$ cat src/rtl/irq_ctrl.sv
// irq_ctrl: memory-mapped interrupt controller in front of the CPU's
// interrupt_i[5:0] input, and a slave on the data-RAM bus.
//
// Parameters:
//   NUM_SRC    number of external sources (1..8)
//   BASE_ADDR  base of the 32-byte register window (32-byte aligned)
// Ports:
//   clk, rst        clock, asynchronous active-high reset
//   src_i           raw interrupt sources
//   timer_int_i     CP0 timer interrupt, merged onto interrupt_o[5]
//   ce_i, we_i      bus chip enable / write enable
//   addr_i, sel_i   byte address / write byte enables
//   data_i, data_o  write data / combinational read data
//   interrupt_o     registered interrupt lines to the CPU
// Build option:
//   IRQ_SYNC_EN     when defined, src_i passes through a 2-flop synchroniser;
//                   otherwise src_i is assumed synchronous to clk.
// Register window (word offsets):
//   0 PENDING (W1C, edge sources)  1 ENABLE  2 EDGE  3 ROUTE (3 bits/source)
//   4 RAW (read-only)              5..7 reserved, read 0
module irq_ctrl #(
    parameter int          NUM_SRC   = 8,
    parameter logic [31:0] BASE_ADDR = 32'h1000_0000
) (
    input  logic               clk,
    input  logic               rst,
    input  logic [NUM_SRC-1:0] src_i,
    input  logic               timer_int_i,
    input  logic               ce_i,
    input  logic               we_i,
    input  logic [31:0]        addr_i,
    input  logic [3:0]         sel_i,
    input  logic [31:0]        data_i,
    output logic [31:0]        data_o,
    output logic [5:0]         interrupt_o
);

    localparam int RW = 3 * NUM_SRC;

    logic               hit;
    logic               wr;
    logic [2:0]         offset;
    logic [31:0]        bmask;
    logic [NUM_SRC-1:0] pend, enable, edge_mode;
    logic [NUM_SRC-1:0] s, prev, clr, pend_next;
    logic [RW-1:0]      route;
    logic [5:0]         irq_next;

    // Address bits [1:0] and data/sel bits beyond the register widths are
    // intentionally ignored.
    logic unused_bits;
    assign unused_bits = ^{addr_i[1:0], data_i, sel_i};

    assign hit    = ce_i && (addr_i[31:5] == BASE_ADDR[31:5]);
    assign wr     = hit && we_i;
    assign offset = addr_i[4:2];
    assign bmask  = {{8{sel_i[3]}}, {8{sel_i[2]}}, {8{sel_i[1]}}, {8{sel_i[0]}}};

    // ---------------- source synchronisation ----------------
`ifdef IRQ_SYNC_EN
    logic [NUM_SRC-1:0] sync1, sync2;

    always_ff @(posedge clk or posedge rst) begin
        if (rst) begin
            sync1 <= '0;
            sync2 <= '0;
        end else begin
            sync1 <= src_i;
            sync2 <= sync1;
        end
    end

    assign s = sync2;
`else
    assign s = src_i;
`endif

    // ---------------- pending logic ----------------
    // Clear bits only count inside enabled byte lanes of a PENDING write.
    assign clr = (wr && offset == 3'd0) ? (data_i[NUM_SRC-1:0] & bmask[NUM_SRC-1:0])
                                        : '0;

    // Edge sources: a new rising edge wins over a simultaneous W1C.
    // Level sources simply track s and ignore W1C.
    assign pend_next = (edge_mode & ((pend & ~clr) | (s & ~prev)))
                     | (~edge_mode & s);

    // ---------------- routing ----------------
    always_comb begin
        irq_next = '0;
        for (int i = 0; i < NUM_SRC; i++) begin
            // Route codes 6 and 7 disconnect the source.
            if (pend[i] && enable[i] && route[3*i +: 3] < 3'd6)
                irq_next[route[3*i +: 3]] = 1'b1;
        end
        irq_next[5] = irq_next[5] | timer_int_i;
    end

    // ---------------- state ----------------
    always_ff @(posedge clk or posedge rst) begin
        if (rst) begin
            pend        <= '0;
            prev        <= '0;
            enable      <= '0;
            edge_mode   <= '0;
            route       <= '0;
            interrupt_o <= '0;
        end else begin
            pend        <= pend_next;
            prev        <= s;
            interrupt_o <= irq_next;
            if (wr) begin
                case (offset)
                    3'd1: enable    <= (enable & ~bmask[NUM_SRC-1:0])
                                     | (data_i[NUM_SRC-1:0] & bmask[NUM_SRC-1:0]);
                    3'd2: edge_mode <= (edge_mode & ~bmask[NUM_SRC-1:0])
                                     | (data_i[NUM_SRC-1:0] & bmask[NUM_SRC-1:0]);
                    3'd3: route     <= (route & ~bmask[RW-1:0])
                                     | (data_i[RW-1:0] & bmask[RW-1:0]);
                    default: ;
                endcase
            end
        end
    end

    // ---------------- read mux ----------------
    always_comb begin
        data_o = '0;
        if (hit && !we_i) begin
            case (offset)
                3'd0:    data_o = 32'(pend);
                3'd1:    data_o = 32'(enable);
                3'd2:    data_o = 32'(edge_mode);
                3'd3:    data_o = 32'(route);
                3'd4:    data_o = 32'(s);
                default: data_o = '0;
            endcase
        end
    end

endmodule

$ cat config.mk
export PLATFORM = sky130hd
export DESIGN_NAME = irq_ctrl
export DESIGN_NICKNAME = d
export VERILOG_FILES = /design/src/rtl/irq_ctrl.sv
export SDC_FILE = /design/constraint.sdc
export NUM_CORES = 1
export LEC_CHECK = 0
export ABC_AREA = 0
export ABC_CLOCK_PERIOD_IN_PS = 4600
export BUFFER_PORTS_ARGS = -buffer_cell sky130_fd_sc_hd__buf_2
export CORE_AREA = 2 2 96 98
export CTS_CLUSTER_DIAMETER = 30
export DETAILED_ROUTE_END_ITERATION = 6
export DIE_AREA = 0 0 98 100
export MAX_ROUTING_LAYER = met4
export PLACE_DENSITY = 0.74
export SLEW_MARGIN = 20
export SYNTH_ARGS = -nofsm -noshare
export SYNTH_HDL_FRONTEND = slang
export SYNTH_SLANG_ARGS = --single-unit
$ cat constraint.sdc
create_clock -name clk -period 4.6 [get_ports clk]
set_input_delay 0.46 -clock clk [delete_from_list [all_inputs] [get_ports clk]]
set_output_delay 0.46 -clock clk [all_outputs]
set_load 0.005 [all_outputs]
==> results.cfg <==
[run_status]
outcome = finished, final reports clean

[logic_synthesis]
synth.most_common_cell = dfrtp_1
synth_common_cells = dfrtp_1, mux2_2, nand2_1
netlist_instances = 324
yosys.area.top_type = dfrtp_1
yosysUniqueCellTypes = 49
yosysWarningCount = 0
synth-main-ff-cell = dfrtp_1
synthTopCellsByArea = dfrtp_1, mux2_2, mux2_4, and2_1, mux2i_1
synth-edff-count = 0
synth_area_mm2 = 0.00344
async_reset_ff_share_pct = 100
synth.avg_cell_area_um2 = 10.6
ys_seq_elements = 62
yosysSeqAreaShare_pct = 45.1
synth_top_area_share_pct = 45.1

[timing]
setup_viol = 0
drv_slew = 0
fin_crit_sh_pct = 62.1
fmax_mhz = 350
skew_ps = 10.2
fin_crit_ps = 2860
finalSetupTns_ps = 0
relSlewSlack_pct = 33.4
rsz0062_at_grt = false
hold_viol_final = 0
worst_pin_slew_ps = 996

[floorplan]
row_count = 35
pin_count = 119
core_mm2 = 0.00889
dieHeight_um = 100
fp.dieW_um = 98
die-area_mm2 = 0.00980
initial_core_util_pct = 38.7

[placed_design]
port_buffers = 99
hpwl_um = 6640
routabilityCongestion = 0.885
place_area_mm2 = 0.00403
placed_cells = 526

[worst_setup_path]
reg2reg_to = interrupt_o[5]$_DFF_PP0_
critPathLaunchType = input pin
critPathRequiredTime_ps = 4820
slowest_delay_ps = 820
crit_type = input pin to flip-flop
cp_max_fo = 11
crit_path_end_kind = flip-flop
path_cells = buf_2 -> or4b_1 -> or4_1 -> or4_1 -> mux2_4
crit_top_cell = or4_1
r2r_slack_ps = 3020
arrival_ps = 3080
r2r_cells = 4
path_delay_family = simple AND/OR/NAND/NOR gates
path_buf_inv = 1
cp_slowest_cell = or4_1

[routing]
post_drt_wl_per_cell_um = 16.1
viasPerCell = 5.46
drc = 0
routed_wl_um = 8680
first_iter_violations = 143
drtPass1Iterations = 4
antenna_left = 0
dr_total_vias = 2945

[clock_network]
htreeDepth = 3
clkTransAtPathRegs_ps = 60
clkLatencyLatePin_ps = 340
cts_resized = 0
cts_tree = done
cts_buffer_depth = 2
cts_buffers = 9
clock_sinks = 62
postCtsSetupBuffers = 0
cts-root-buf = clkbuf_8
hold_buffers = 0

[global_routing]
grt_pass1_vias = 2859
grt_remaining_overflow = 0
track_usage_pct = 18.6
grt_pass1_wl_um = 14100
antenna_found_initial = 0
grt_max_degree = 63

[final_layout]
layout-drive-gt1-share_pct = 38.1
n_fill_cell = 886
design_area_mm2 = 0.00418
nets = 507
insertedDiodeCount = 0
area_delta_synth_final_pct = 21.5
stdcell_count = 539

[power_and_ir_drop]
ir_drop_mv = 0.126
pwr_density_cell_mw_per_mm2 = 242
power_leakage_nw = 2.02

[worst_hold_path]
min_from = src_i[3]
hold_depth = 1
min_to = prev[3]$_DFF_PP0_
hp-class = input pin to flip-flop

[job]
maxCapViolCount = 0
-- stage by stage --
| stage | setup slack (ps) | util, % | hold slack, ps | power (W) |
|---|---|---|---|---|
| floorplan | 1950 | - | 491 | 0.000602 |
| global placement | 1430 | 45.4 | 519 | 0.000639 |
| detailed placement | 1420 | 45.4 | 528 | 0.000642 |
| CTS | 1730 | 47.0 | 249 | 0.00102 |
| global route | 1630 | 47.0 | 246 | 0.00105 |
| finish | 1740 | 47.0 | 260 | 0.00101 |
-- final cells by class --
class,instances,area [um2],share of cell area [%]
clock inverter,3,15.0,0.360
sequential,62,1550,37.2
timing repair buffer,103,526,12.6
inverter,10,37.5,0.899
tap,111,139,3.33
multi-input combinational,240,1780,42.6
clock buffer,10,128,3.06
-- worst reg2reg max path, cell delays in order (launching register included) --
cell       delay (ps)
dfrtp_1           440
nor2b_1           170
and4_1            200
a2111oi_0         490
nand4_1           140
-- power breakdown --
group | total (W) | internal (W) | switching [W]
Clock | 0.000380 | 0.000183 | 0.000197
Sequential | 0.000559 | 0.000553 | 0.00000569
Combinational | 0.0000729 | 0.0000332 | 0.0000397
Total | 0.00101 | 0.000769 | 0.000242
-- placed cells by master, fill, tap and decap left out, types with 2 or more instances in the layout --
cell	instances
mux2i_1	9
buf_2	99
a22oi_1	9
mux2_2	32
or4_1	3
nor4bb_1	2
clkbuf_8	9
a2111oi_0	5
inv_1	9
mux2_4	8
nand4b_1	3
nand4_1	4
buf_4	4
nor2_1	19
a21oi_1	16
conb_1	8
nand3_1	11
dfrtp_1	62
nor4b_1	8
nor3_1	9
nor4_2	2
nor2b_1	3
a32o_1	8
nor4_1	6
a31oi_1	2
nand2_1	23
nand3b_1	5
or3_1	8
and2_1	16
clkinv_2	3
-- layer usage --
layer  global-route usage (%)  part of all wire (%)  up-vias
met5                        -                     0        -
met4                     6.41                   1.4        0
met3                     3.27                   4.4       11
met2                     30.2                    48       79
met1                     23.6                    46     1434
li1                         -                     -     1421
-- cells by family (layout without fill, tap and decap cells) --
family | count (synthesis) | after routing | synth area share (%)
AOI/OAI and AO/OA | 48 | 48 | 10.1
buffers and inverters | 29 | 126 | 4.19
and+or+nand+nor | 135 | 135 | 23.8
DFF | 62 | 62 | 45.1
muxes | 49 | 49 | 16.6
other | 1 | 8 | 0.109
-- worst max-delay path by stage --
stage	startpoint	to	slack, ps	cells past startpoint
global route	addr_i[31]	data_o[2]	1630	6
finish	addr_i[31]	flip-flop	1740	5
floorplan	addr_i[31]	data_o[10]	1950	5
global placement	addr_i[12]	flip-flop	1430	5
CTS	addr_i[31]	data_o[2]	1730	6
detailed placement	addr_i[31]	flip-flop	1420	5
(Power assumes the default switching activity.)
